[src/rtl/gcd_operand_feeder_if.sv]
// Operand-in / pair-out handshake bundle between the operand source, the
// feeder and the GCD engine.
interface gcd_operand_feeder_if #(
  parameter int WIDTH = 16,
  parameter int DEPTH = 4
);
  localparam int CW = $clog2(DEPTH) + 1;

  logic               io_op_valid;
  logic [WIDTH-1:0]   io_op_data;
  logic               io_op_ready;
  logic               io_flush;
  logic               io_out_valid;
  logic [2*WIDTH-1:0] io_out_data;
  logic               io_out_ready;
  logic [CW-1:0]      io_count;

  // slave: the feeder itself; master: the environment around it.
  modport slave (
    input  io_op_valid, io_op_data, io_flush, io_out_ready,
    output io_op_ready, io_out_valid, io_out_data, io_count
  );

  modport master (
    output io_op_valid, io_op_data, io_flush, io_out_ready,
    input  io_op_ready, io_out_valid, io_out_data, io_count
  );
endinterface

[src/rtl/gcd_operand_feeder.sv]
// Pairs a serial operand stream into (A, B) words for the GCD engine and
// buffers completed pairs in a small circular FIFO.
module gcd_pair_slot #(
  parameter int PW = 32
) (
  input  logic          clk,
  input  logic          reset,
  input  logic          we,
  input  logic [PW-1:0] d,
  output logic [PW-1:0] q
);
  always_ff @(posedge clk) begin
    if (!reset)  q <= '0;
    else if (we) q <= d;
  end
endmodule

module gcd_operand_feeder #(
  parameter int WIDTH = 16,
  parameter int DEPTH = 4
) (
  input logic               clk,
  input logic               reset,
  gcd_operand_feeder_if.slave bus
);
  localparam int AW = $clog2(DEPTH);
  localparam int CW = AW + 1;
  localparam int PW = 2 * WIDTH;

  typedef enum logic {EMPTY = 1'b0, HALF = 1'b1} state_t;

  typedef struct packed {
    logic [WIDTH-1:0] a;
    logic [WIDTH-1:0] b;
  } pair_t;

  state_t                       state_q, state_d;
  logic [WIDTH-1:0]             a_hold;
  logic [AW-1:0]                rd_ptr, wr_ptr;
  logic [CW-1:0]                count;
  logic [DEPTH-1:0][PW-1:0]     mem;
  logic [DEPTH-1:0]             slot_we;
  pair_t                        pair_new;
  logic                         full, op_ready, op_fire, push, pop, latch_a;

  assign full     = (count == CW'(DEPTH));
  // A full FIFO only blocks the B operand; A can still be parked in a_hold.
  assign op_ready = reset & ~bus.io_flush & ~((state_q == HALF) & full);
  assign op_fire  = bus.io_op_valid & op_ready;
  assign pop      = (count != '0) & bus.io_out_ready;

  always_comb begin
    state_d = state_q;
    push    = 1'b0;
    latch_a = 1'b0;
    case (state_q)
      EMPTY: if (op_fire) begin
        latch_a = 1'b1;
        state_d = HALF;
      end
      HALF: if (op_fire) begin
        push    = 1'b1;
        state_d = EMPTY;
      end
      default: state_d = EMPTY;
    endcase
    if (bus.io_flush) state_d = EMPTY;
  end

  always_ff @(posedge clk) begin
    if (!reset) state_q <= EMPTY;
    else        state_q <= state_d;
  end

  always_ff @(posedge clk) begin
    if (!reset)       a_hold <= '0;
    else if (latch_a) a_hold <= bus.io_op_data;
  end

  // A zero B would never converge; (0, A) makes the engine return A.
  always_comb begin
    if (bus.io_op_data == '0) begin
      pair_new.a = '0;
      pair_new.b = a_hold;
    end else begin
      pair_new.a = a_hold;
      pair_new.b = bus.io_op_data;
    end
  end

  // push is already gated off by flush through op_ready.
  always_ff @(posedge clk) begin
    if (!reset || bus.io_flush) begin
      rd_ptr <= '0;
      wr_ptr <= '0;
      count  <= '0;
    end else begin
      if (push) wr_ptr <= wr_ptr + 1'b1;
      if (pop)  rd_ptr <= rd_ptr + 1'b1;
      case ({push, pop})
        2'b10:   count <= count + 1'b1;
        2'b01:   count <= count - 1'b1;
        default: count <= count;
      endcase
    end
  end

  for (genvar i = 0; i < DEPTH; i++) begin : g_slot
    assign slot_we[i] = push & (wr_ptr == AW'(i));
    gcd_pair_slot #(.PW(PW)) u_slot (
      .clk   (clk),
      .reset (reset),
      .we    (slot_we[i]),
      .d     (pair_new),
      .q     (mem[i])
    );
  end

  assign bus.io_op_ready  = op_ready;
  assign bus.io_out_valid = (count != '0);
  assign bus.io_out_data  = mem[rd_ptr];
  assign bus.io_count     = count;
endmodule

[src/flat_wrapper.sv]
// flat-port wrapper written by rule: the top's interface ports become plain ports
module gcd_operand_feeder_flat 
#(
  parameter int WIDTH = 16,
  parameter int DEPTH = 4
)
  (clk, reset, bus_io_op_valid, bus_io_op_data, bus_io_flush, bus_io_out_ready, bus_io_op_ready, bus_io_out_valid, bus_io_out_data, bus_io_count);
  gcd_operand_feeder_if #(.WIDTH(WIDTH), .DEPTH(DEPTH)) bus_i ();
  input logic clk;
  input logic reset;
  input wire logic [$bits(bus_i.io_op_valid)-1:0] bus_io_op_valid;
  input wire logic [$bits(bus_i.io_op_data)-1:0] bus_io_op_data;
  input wire logic [$bits(bus_i.io_flush)-1:0] bus_io_flush;
  input wire logic [$bits(bus_i.io_out_ready)-1:0] bus_io_out_ready;
  output wire logic [$bits(bus_i.io_op_ready)-1:0] bus_io_op_ready;
  output wire logic [$bits(bus_i.io_out_valid)-1:0] bus_io_out_valid;
  output wire logic [$bits(bus_i.io_out_data)-1:0] bus_io_out_data;
  output wire logic [$bits(bus_i.io_count)-1:0] bus_io_count;
  assign bus_i.io_op_valid = bus_io_op_valid;
  assign bus_i.io_op_data = bus_io_op_data;
  assign bus_i.io_flush = bus_io_flush;
  assign bus_i.io_out_ready = bus_io_out_ready;
  assign bus_io_op_ready = bus_i.io_op_ready;
  assign bus_io_out_valid = bus_i.io_out_valid;
  assign bus_io_out_data = bus_i.io_out_data;
  assign bus_io_count = bus_i.io_count;
  gcd_operand_feeder #(.WIDTH(WIDTH), .DEPTH(DEPTH)) u_core (.clk(clk), .reset(reset), .bus(bus_i));
endmodule
[config.mk]
export PLATFORM = sky130hd
export DESIGN_NAME = gcd_operand_feeder_flat
export DESIGN_NICKNAME = d
export VERILOG_FILES = /design/src/rtl/gcd_operand_feeder_if.sv /design/src/rtl/gcd_operand_feeder.sv /design/src/flat_wrapper.sv
export SDC_FILE = /design/constraint.sdc
export NUM_CORES = 1
export LEC_CHECK = 0
export CAP_MARGIN = 40
export CORE_AREA = 3 3 156 98
export CTS_CLUSTER_DIAMETER = 80
export DETAILED_ROUTE_END_ITERATION = 7
export DIE_AREA = 0 0 159 101
export PLACE_DENSITY = 0.69
export REMOVE_ABC_BUFFERS = 1
export SLEW_MARGIN = 20
export SYNTH_ARGS = -nofsm -noshare
export SYNTH_HDL_FRONTEND = slang
export SYNTH_SLANG_ARGS = --single-unit
[constraint.sdc]
create_clock -name clk -period 2.8 [get_ports clk]
set_input_delay 0.28 -clock clk [delete_from_list [all_inputs] [get_ports clk]]
set_output_delay 0.28 -clock clk [all_outputs]
set_load 0.01 [all_outputs]
==> metrics.csv <==
metric;value;unit
final_cells;903;
first_pass_iters;5;
fp.coreArea;14100;um^2
crit_path_max_incr_delay;600;ps
clockBufferDepth;2;
yosys-top-cells-area;dfxtp_1 44%, mux2i_1 12%, mux4_2 10%, nand3_1 9.3%, o22ai_1 5.8%;
worstPathArrival;2310;ps
grt_pass1_wl;29400;um
synth_edf_count;0;
yosysTopAreaCell;dfxtp_1;
rows;34;
p_per_area;599;nW/um^2
layout_commonest_cell;dfxtp_1;
rr_startpoint;u_core.bus.io_count[0];
reg2reg_slack;380;ps
avgSynthCellArea;10.5;um^2
ir_worst_vdd;337;uV
port_buffers;57;
ys_types;32;
leakagePower;2.98;nW
end_kind;output port;
cts_made_buffers;17;
ys_async_sr_fraction;0;%
worst_pin_slew;728;ps
finalSetupViolations;0;
skew;7.77;ps
synthCells;657;
relSlewSlack;51.5;%
setup-tns-final;0;ps
worstPathMaxFanout;13;
synth_top_family_by_area;multiplexers;
cts_root_buf;clkbuf_16;
synthMuxAreaShare;22.2;%
hpwl;11300;um
drt-total-wl;18400;um
cts_setup_buffers;0;
syn_area;6900;um^2
outcome;finished clean;
path_delay_family;buffers and inverters;
drive_gt1_share;18.0;%
min_to;u_core.rd_ptr[0];
crit_path_cell_trace;buf_12, mux4_2, clkdlybuf4s50_1;
clk_pin_slew_worst_paths;60;ps
drv_slew;0;
slowest_stage;dfxtp_2;
io_pins;58;
clock-sinks;152;
cts-htree-levels;4;
synth_adder_area_share;1.56;%
drc;0;
crit_type;flip-flop to output port;
synth_top_area_share;44.1;%
synth_compound_area_share;12.7;%
ys_warn_count;0;
area_delta_synth_final;20.2;%
ys_ff_latch;152;
gp_congestion;0.796;
num_antenna_cells;0;
viasPerCell;6.18;
num_vias;5577;
period_needed;2590;ps
track_usage;23.1;%
place_ws;111;ps
postCtsResizedCells;0;
grt_max_degree;70;
drt-initial-drc-count;563;
grt_util_met3;4.72;%
layout_common_cells;151 x dfxtp_1, 128 x nand3_1, 81 x mux2i_1;
critPathBufInv;2;
drv_cap;0;
grt_overflow;0;
use_met1;31.3;%
die_w;159;um
met2_usage;37.2;%
ff2ff_path_depth;11;
synth_ff_type;dfxtp_1;
yosys.area_share.simple;12.7;%
grt_pass1_vias;5474;
start_util;48.9;%
ant_nets;0;
finalHoldViolCount;0;
antenna_found_initial;0;
synth_xor_area_share;0.635;%
dpl.cell_count;871;
top_usage_layer;met2;
dieArea;16100;um^2
rsz0062_at_grt;no;
tritoncts;yes;
yosysSeqAreaShare;44.1;%
die_y;101;um
clk_latency;420;ps
crit-reg2reg-capture;u_core.bus.io_count[2];
critPathRequiredTime;2520;ps
routedWlPerCell;20.4;um
final_nets;721;
crit_path_start_kind;flip-flop;
min_delay_path_depth;4;
worstHoldStart;reset;
worst_slack;208;ps
min_path_type;input pin to flip-flop;
cts_hold_buf;0;
max_freq;0.386;GHz
finalCritPeriodShare;92.6;%
==> state kept, by name, summed over array words and instances, names as in the netlist <==
name                    cells
u_core.a_hold              16
u_core.bus.io_count         3
u_core.g_slot.u_slot.q    128
u_core.rd_ptr               2
u_core.state_q              1
u_core.wr_ptr               2
==> power breakdown <==
group          switching [mW]  leakage (nW)  internal, mW
Clock                   0.911         0.324          1.72
Sequential             0.0117          1.23          2.17
Combinational          0.0976          1.43        0.0549
Total                    1.02          2.98          3.95
==> tightest hold or removal path, delay by kind of cell <==
kind / cells / cell delay [ps]
buf+inv: 2 / 280
simple gates: 2 / 130
==> cells by family (layout without fill, tap and decap cells) <==
family                   Yosys count  in the layout
AO/OA/AOI/OAI                    134            134
flip-flops                       152            152
adder cells (fa/ha/maj)            8              8
XOR/XNOR                           5              5
multiplexers                     113            113
buffers and inverters             75            123
AND/OR/NAND/NOR                  170            170
==> per-stage QoR <==
stage / util [%] / power (mW) / cell area (um^2) / hold slack, ps
2_1_floorplan: - / 2.27 / 6510 / 419
3_3_place_gp: 54.0 / 2.37 / 7620 / 453
3_5_place_dp: 54.0 / 2.38 / 7620 / 463
4_1_cts: 58.8 / 4.99 / 8300 / 301
5_1_grt: 58.8 / 5.08 / 8300 / 326
6_report: 58.8 / 4.97 / 8300 / 307
==> worst max path at each step <==
stage	from	to	slack, ps	cells past startpoint
3_5_place_dp	bus_io_flush	u_core.bus.io_count[2]	110	12
5_1_grt	u_core.rd_ptr[0]	bus_io_out_data[14]	110	3
4_1_cts	u_core.rd_ptr[0]	bus_io_out_data[14]	180	3
6_report	u_core.rd_ptr[0]	bus_io_out_data[14]	210	3
2_1_floorplan	u_core.bus.io_count[0]	u_core.g_slot[3].u_slot.q[0]	40	7
3_3_place_gp	bus_io_flush	u_core.bus.io_count[2]	220	12
==> synthesized netlist by cell type (2+ instances only) <==
| library cell | number |
|---|---|
| a21oi_1 | 2 |
| and2_1 | 5 |
| buf_1 | 3 |
| buf_2 | 20 |
| buf_6 | 6 |
| buf_8 | 5 |
| clkbuf_1 | 31 |
| dfxtp_1 | 152 |
| ha_1 | 7 |
| inv_1 | 7 |
| mux2i_1 | 81 |
| mux4_2 | 32 |
| nand2_1 | 4 |
| nand3_1 | 128 |
| nor2_1 | 24 |
| nor4_2 | 4 |
| o21ai_0 | 35 |
| o21ai_2 | 30 |
| o22ai_1 | 64 |
| or3_1 | 2 |
| xnor2_1 | 2 |
| xor2_1 | 3 |
==> final cells by class <==
cell class                 count  area (um^2)
clock buffer                  21          460
clock inverter                11          218
fill                        1177         5830
inverter                       8         30.0
multi-input combinational    430         3430
sequential                   152         3040
tap                          198          248
timing repair buffer          83          863
==> metal layers <==
metal,vias up,wire length (um)
li1,2549,-
met1,2765,8230
met2,239,8630
met3,24,1340
met4,0,205
met5,-,0
(Power assumes the default switching activity.)
